`config.mk`:
```
export PLATFORM = sky130hd
export DESIGN_NAME = ika3012_serial_rx
export DESIGN_NICKNAME = d
export VERILOG_FILES = /design/src/rtl/ika3012_pkg.sv /design/src/rtl/ika3012_fp_decode.sv /design/src/rtl/ika3012_serial_rx.sv
export SDC_FILE = /design/constraint.sdc
export NUM_CORES = 1
export LEC_CHECK = 0
export CAP_MARGIN = 20
export CORE_MARGIN = 3
export CORE_UTILIZATION = 50
export CTS_CLUSTER_SIZE = 30
export DETAILED_ROUTE_END_ITERATION = 10
export PLACE_DENSITY = 0.74
export SETUP_SLACK_MARGIN = 0.2
export SYNTH_ARGS = -nofsm -noshare
export SYNTH_HDL_FRONTEND = slang
export SYNTH_SLANG_ARGS = --single-unit
export TNS_END_PERCENT = 1
```
`constraint.sdc`:
```
create_clock -name i_EMUCLK -period 2.15 [get_ports i_EMUCLK]
set_input_delay 0.215 -clock i_EMUCLK [delete_from_list [all_inputs] [get_ports i_EMUCLK]]
set_output_delay 0.215 -clock i_EMUCLK [all_outputs]
set_load 0.1 [all_outputs]
```
`src/rtl/ika3012_pkg.sv`:
```
// ika3012_pkg: shared types and word layout for the IKA2151 serial DAC stream receiver.
package ika3012_pkg;
  typedef enum logic {HUNT, LOCKED} state_t;
  typedef enum logic {CH_L, CH_R} ch_t;
  localparam int MANT_LSB = 3;
  localparam int MANT_W = 10;
  localparam int EXP_LSB = 13;
  localparam int EXP_W = 3;
  localparam int WORD_LEN = 16;
endpackage

```
`src/rtl/ika3012_fp_decode.sv`:
```
// ika3012_fp_decode: combinational {exponent, mantissa} floating-point word to 16-bit signed linear PCM.
module ika3012_fp_decode
  import ika3012_pkg::*;
(
  input  logic [EXP_W-1:0]  exp_val,
  input  logic [MANT_W-1:0] mant,
  output logic [15:0]       pcm
);
  logic [15:0] mant_sx;
  logic [EXP_W-1:0] shamt;
  assign mant_sx = {{(16-MANT_W){mant[MANT_W-1]}}, mant};
  assign shamt = exp_val - EXP_W'(1);
  assign pcm = (exp_val == '0) ? '0 : mant_sx << shamt;
endmodule

```
`src/rtl/ika3012_serial_rx.sv`:
```
// ika3012_serial_rx: deserializes IKA2151 SO/SH1/SH2 words and emits decoded stereo PCM pairs.
// Optional IKA3012_RAW_OUT_EN adds o_RAW_L/o_RAW_R carrying the accepted {E,M} fields.
module ika3012_serial_rx
  import ika3012_pkg::*;
(
  input  logic        i_EMUCLK,
  input  logic        i_RST_n,
  input  logic        i_PHI1_PCEN_n,
  input  logic        i_SO,
  input  logic        i_SH1,
  input  logic        i_SH2,
  output logic [15:0] o_L,
  output logic [15:0] o_R,
  output logic        o_SAMPLE_VALID,
  output logic        o_FRAME_ERR
`ifdef IKA3012_RAW_OUT_EN
  ,
  output logic [12:0] o_RAW_L,
  output logic [12:0] o_RAW_R
`endif
);
  localparam int FLD_W = EXP_LSB + EXP_W - MANT_LSB;
  state_t state, state_nx;
  ch_t last_ch, last_ch_nx, ch, cap_ch, dec_ch;
  // Bits [2:0] of a word are never used, so only the history feeding [15:3] is kept.
  logic [FLD_W-2:0] sr;
  logic [FLD_W-1:0] fld, cap;
  logic [4:0] cnt, nbits;
  logic prev1, prev2, en, fall1, fall2, bnd, accept, viol;
  logic acc_p, err_p, dec_v;
  logic [15:0] dec_pcm, dec_q, hold;
  assign en = ~i_PHI1_PCEN_n;
  assign fall1 = en & prev1 & ~i_SH1;
  assign fall2 = en & prev2 & ~i_SH2;
  assign bnd = fall1 | fall2;
  assign ch = fall2 ? CH_R : CH_L;
  assign nbits = (cnt == 5'd31) ? cnt : cnt + 5'd1;
  assign fld = {i_SO, sr};
  always_comb begin
    state_nx = state;
    last_ch_nx = last_ch;
    accept = 1'b0;
    viol = 1'b0;
    if (bnd && state == HUNT && !(fall1 && fall2)) begin
      state_nx = LOCKED;
      last_ch_nx = ch;
    end else if (bnd && state == LOCKED) begin
      if ((fall1 && fall2) || nbits != 5'(WORD_LEN) || ch == last_ch) begin
        viol = 1'b1;
        state_nx = HUNT;
      end else begin
        accept = 1'b1;
        last_ch_nx = ch;
      end
    end
  end
  always_ff @(posedge i_EMUCLK or negedge i_RST_n) begin
    if (!i_RST_n) begin
      state <= HUNT;
      last_ch <= CH_L;
    end else begin
      state <= state_nx;
      last_ch <= last_ch_nx;
    end
  end
  ika3012_fp_decode u_dec (
    .exp_val(cap[EXP_LSB-MANT_LSB +: EXP_W]),
    .mant   (cap[0 +: MANT_W]),
    .pcm    (dec_pcm)
  );
  always_ff @(posedge i_EMUCLK or negedge i_RST_n) begin
    if (!i_RST_n) begin
      sr <= '0;
      prev1 <= 1'b0;
      prev2 <= 1'b0;
      cnt <= '0;
      acc_p <= 1'b0;
      err_p <= 1'b0;
      cap <= '0;
      cap_ch <= CH_L;
      dec_q <= '0;
      dec_v <= 1'b0;
      dec_ch <= CH_L;
      hold <= '0;
      o_L <= '0;
      o_R <= '0;
      o_SAMPLE_VALID <= 1'b0;
      o_FRAME_ERR <= 1'b0;
    end else begin
      if (en) begin
        sr <= fld[FLD_W-1:1];
        prev1 <= i_SH1;
        prev2 <= i_SH2;
        cnt <= bnd ? '0 : nbits;
      end
      acc_p <= accept;
      err_p <= viol;
      if (accept) begin
        cap <= fld;
        cap_ch <= ch;
      end
      dec_q <= dec_pcm;
      dec_v <= acc_p;
      dec_ch <= cap_ch;
      o_FRAME_ERR <= err_p;
      o_SAMPLE_VALID <= dec_v && dec_ch == CH_R;
      if (dec_v && dec_ch == CH_L) hold <= dec_q;
      if (dec_v && dec_ch == CH_R) begin
        o_L <= hold;
        o_R <= dec_q;
      end
    end
  end
`ifdef IKA3012_RAW_OUT_EN
  logic [12:0] raw_q, raw_hold;
  always_ff @(posedge i_EMUCLK or negedge i_RST_n) begin
    if (!i_RST_n) begin
      raw_q <= '0;
      raw_hold <= '0;
      o_RAW_L <= '0;
      o_RAW_R <= '0;
    end else begin
      raw_q <= cap;
      if (dec_v && dec_ch == CH_L) raw_hold <= raw_q;
      if (dec_v && dec_ch == CH_R) begin
        o_RAW_L <= raw_hold;
        o_RAW_R <= raw_q;
      end
    end
  end
`endif
endmodule

```
Yosys cells after proc, flatten, opt, wreduce, memory -nomap -nowiden --
Cells that the tools add are included.
Word-level totals: bits in registers 105, bits in latches 0, bits in writable memories 0, bits in read-only memories 0, logic and storage cells 65, memories kept 0
Cells by class: add/sub/neg operators 2, multipliers 0, divide/modulo/power cells 0, $lt $le $gt $ge 0, equality and inequality tests 4, shift-type cells 1, mux-type cells 16, bitwise logic cells 10, reductions and logical operators 14
Operator list (count):
- 2-to-1 mux 16 bit | 1
- left shift 16 x 3 -> 16 bit | 1
- 2-to-1 mux 1 bit | 13
- 2-to-1 mux 5 bit | 2
- logical AND 1 bit | 6
- adder 5 x 1 -> 5 bit (second input constant) | 1
- == test 5 bit (second input constant) | 1
- != test 5 bit (second input constant) | 1
- inverter 1 bit | 5
- AND 1 bit | 4
- AND reduction 2 bit | 2
- nonzero test 2 bit | 2
- zero test 3 bit | 1
- subtractor 3 x 1 -> 3 bit (second input constant) | 1
- logical OR 1 bit | 2
- != test 2 bit (second input constant) | 1
- == test 1 bit | 1
- zero test 1 bit | 1
- OR 1 bit | 1

Depth between registers and ports, before layout --
depth in word-level cells 9, mapped depth 8, depth with buffers taken out 6

Hierarchy --
A second synthesis with hierarchy kept.
Second synthesis, totals: cell total of the unflattened synthesis 297, area total of the unflattened synthesis 4398.0 um^2
By module, submodules not included:
- ika3012_serial_rx | instances 1, cells each 242, area each 3933.8 um^2, seq. area each 2627.5 um^2
- ika3012_fp_decode | instances 1, cells each 55, area each 464.2 um^2, seq. area each 0.0 um^2

Worst setup path before layout --
OpenSTA, ideal clock, no wires.
path type register -> register, start point register cap[10], end point register dec_q[6], setup time 0.137 ns, arrival 2.060 ns, required time 2.013 ns, setup slack -0.047 ns, cell stages (with the launch flop) 8, clock period less this slack 2.197 ns, path through dfrtp_1 > clkbuf_1 > inv_2 > ha_1 > buf_1 > mux2_2 > a21oi_1 > o22ai_1
On the way: word-level cells in the longest chain between the ends 3
RTL lines:
- from (decl) | line ika3012_serial_rx.sv:27 | logic [FLD_W-1:0] fld, cap;
- from (signal assigned) | line ika3012_serial_rx.sv:99 | cap <= fld;
- subtractor 3 x 1 -> 3 bit | line ika3012_fp_decode.sv:12 | assign shamt = exp_val - EXP_W'(1);
- left shift 16 x 3 -> 16 bit | line ika3012_fp_decode.sv:13 | assign pcm = (exp_val == '0) ? '0 : mant_sx << shamt;
- 2-to-1 mux 16 bit (*) | line ika3012_fp_decode.sv:13
- via dec_pcm[6] | line ika3012_serial_rx.sv:31 | logic [15:0] dec_pcm, dec_q, hold;
- to (signal assigned) | line ika3012_serial_rx.sv:102 | dec_q <= dec_pcm;
- to (decl) | line ika3012_serial_rx.sv:31
The timed path passes the listed nets; every way through them passes the cells marked *. A chain may end at the register's enable or synchronous reset.

Worst setup path after layout --
start point register cnt[1], end point register cap[6]
On the way: word-level cells in the longest chain between the ends 8
RTL lines:
- from (decl) | line ika3012_serial_rx.sv:28 | logic [4:0] cnt, nbits;
- from (signal assigned) | line ika3012_serial_rx.sv:94 | cnt <= bnd ? '0 : nbits;
- adder 5 x 1 -> 5 bit or == test 5 bit (tied branches) | line ika3012_serial_rx.sv:37 | assign nbits = (cnt == 5'd31) ? cnt : cnt + 5'd1;
- 2-to-1 mux 5 bit (*) | line ika3012_serial_rx.sv:37
- != test 5 bit (*) | line ika3012_serial_rx.sv:48 | if ((fall1 && fall2) || nbits != 5'(WORD_LEN) || ch == last_ch) begin
- logical OR 1 bit (*) (2 in a row) | line ika3012_serial_rx.sv:48
- 2-to-1 mux 1 bit (*) | line ika3012_serial_rx.sv:48
- 2-to-1 mux 1 bit (*) | line ika3012_serial_rx.sv:47 | end else if (bnd && state == LOCKED) begin
- 2-to-1 mux 1 bit (*) | line ika3012_serial_rx.sv:44 | if (bnd && state == HUNT && !(fall1 && fall2)) begin
Mark *: on every way between the ends. The rest lies on a longest branch, timed or not.

==> results.yml <==
outcome:
  outcome: "complete, no violations"
cts:
  cts.path.max_buffers: 2
  cts_tree: "yes"
  h-tree-depth: 3
  cts_buffers: 9
  cts_sinks: 105
  root_buffer: "clkbuf_8"
  insertion_delay_ns: 0.37
  clkTransAtPathRegs_ns: 0.11
grt:
  grt_max_degree: 60
  grt_remaining_overflow: 0
  grt_pass1_wl_mm: 11.7
  grt.total_usage_pct: 15.1
  grt_pass1_vias: 2407
  antenna_found_initial: 0
placement:
  place_area_sq_mm: 0.00483
  dp_hpwl_mm: 4.77
  place_congestion: 0.795
  io_buffers: 39
  post-place-ws_ns: 0.0468
setup_path:
  cp-end-kind: "register"
  timing.rr.start: "cnt[1]"
  arrival_ns: 2.24
  cp-endpoint: "cap[6]"
  r2r-end: "cap[6]"
  rr_worst_depth: 8
  cp_max_fo: 7
  cp-startpoint: "cnt[1]"
  startpoint_type: "register"
  reg2reg_slack_ns: 0.17
  crit_type: "reg2reg"
  crit_required_ns: 2.42
finish:
  syn_to_final_growth_pct: 17.9
  antenna_cells: 0
  layout-drive-gt1-share_pct: 46.0
  design_area_sq_mm: 0.00509
  nNetsFinal: 363
sta:
  drv_slew: 0
  fmax_ghz: 0.506
  rsz0062_at_grt: "yes"
  period_needed_ns: 1.98
  setup_viol: 0
  finClkSkew_ns: 0.0121
  hold_viol_final: 0
  worst_slew_pin_slew_ns: 0.450
  fin_tns_setup_ns: 0
  period_share_pct: 91.9
  hold_ws_ns: 0.263
  slew_headroom_pct: 70.0
  fin_ws_ns: 0.173
logic_synthesis:
  yosys_warnings: 0
  yosysTopAreaCellShare_pct: 60.9
  synthArstFlopShare_pct: 100
  synth-seq-area-share_pct: 60.9
  synthCells: 298
  yosys-top-cells-count: "105 x dfrtp_1, 76 x mux2_2, 13 x nor2_1"
  yosysMostFrequentCell: "dfrtp_1"
  synth-main-ff-cell: "dfrtp_1"
  synth_top_cell_by_area: "dfrtp_1"
  avgSynthCellArea_sq_um: 14.5
  synth_edf_count: 0
  yosysUniqueCellTypes: 37
  ys_seq_elements: 105
  ys_top_cells_by_area: "dfrtp_1 61%, mux2_2 20%, mux2_4 3.1%"
  synth_area_sq_mm: 0.00432
  synth_nets: 307
floorplan:
  row_count: 33
  start_util_pct: 52.0
  ioPinCount: 40
  die-area_sq_mm: 0.00978
  coreArea_sq_mm: 0.00830
  die_y_microns: 98.9
  fp.dieW_microns: 98.9
drt:
  drtIter0Drc: 56
  via_per_inst: 5.15
  wl_per_cell_microns: 14.8
  vias: 2391
  postRouteAntennaNets: 0
  totalWireLength_mm: 6.87
  dr.pass1.iters: 4
  post-route-drc-count: 0
power:
  irDropWorstVdd_mv: 0.448
  pwr_density_cell_mw_per_mm2: 752
  leakage_nw: 2.55
  finalPower_mw: 3.82
hold_path:
  holdCritPathClass: "in2async"
flow_run:
  drv_cap: 0
-- flip-flops by register name (all words and copies together) (netlist names), 5 cells and up --
| name | flops |
|---|---|
| dec_q | 16 |
| cnt | 5 |
| o_R | 16 |
| cap | 13 |
| o_L | 16 |
| sr | 12 |
| hold | 16 |
-- through the flow --
stage / cells / util [%]
floorplan: 298 / -
global placement: 443 / 58.1
detailed placement: 443 / 58.1
CTS: 464 / 61.3
global route: 464 / 61.3
finish: 464 / 61.3
-- layout make-up --
cell class                      instances  area [sq um]
Sequential cell                       105          2630
Inverter                                3          11.3
Fill cell                             625          3210
Tap cell                              105           131
Timing Repair Buffer                   58           509
Multi-Input combinational cell        177          1620
Clock inverter                          7          61.3
Clock buffer                            9           124
-- cells by family after synthesis --
family                     count (synthesis)  share of synthesized area (%)
xor gates and xnor gates                   2                          0.406
adders and majority gates                  3                          0.870
muxes                                     95                           25.3
and+or+nand+nor                           48                           6.18
DFF                                      105                           60.9
AOI/OAI and AO/OA                         29                           4.58
buffers and inverters                     16                           1.80
-- worst min path at each step --
stage,startpoint,to,slack (ns)
6_report,i_RST_n,hold[7],0.26
4_1_cts,i_RST_n,hold[7],0.25
5_1_grt,i_RST_n,o_L[7],0.28
3_3_place_gp,i_RST_n,o_L[3],0.13
2_1_floorplan,i_RST_n,acc_p,-0.08
3_5_place_dp,i_RST_n,o_L[3],0.13
-- report_power, final --
group          switching (mW)  internal, mW
Combinational           0.209         0.230
Clock                   0.705         0.443
Sequential              0.125          2.11
Total                    1.04          2.78
-- layout by cell type, fill, tap and decap left out, types with 2 or more instances in the layout --
cell             instances
nor3_1                   2
nor2_1                  13
nor2b_1                  8
mux2i_1                 10
and3_1                   2
xnor2_1                  2
dfrtp_1                105
o22ai_1                  8
nand2_1                 10
clkdlybuf4s50_1          4
o22a_1                   2
o21ai_0                  9
ha_1                     2
mux2_2                  76
a21oi_1                  4
nand3_1                  2
buf_12                   3
inv_1                    2
clkinv_4                 2
mux2_4                   9
buf_4                   48
nand2b_1                 3
inv_8                    2
clkbuf_8                 9
-- repair_timing --
action,in CTS,in global routing
endpoints found under the setup margin,14,20
buffers inserted,3,0
gates resized for setup,4,0
endpoints found under the hold margin,22,0
hold buffers,1,0
cloned,1,0
pin swaps,1,0
-- critical path: stages (launching register included) --
cell     delay (ns)
dfrtp_1        0.42
ha_4           0.16
and2_4         0.16
nand2_2        0.06
o32a_4         0.34
nor3_4         0.15
buf_4          0.16
buf_16         0.12
mux2_4         0.30
-- per-layer routing --
layer	GRT usage, %	part of all wire (%)
met1	19.3	46
met4	5.04	1.1
met2	24.0	48
met3	5.38	4.7
met5	0	0
Note: power is estimated with default switching activity, not from simulation.
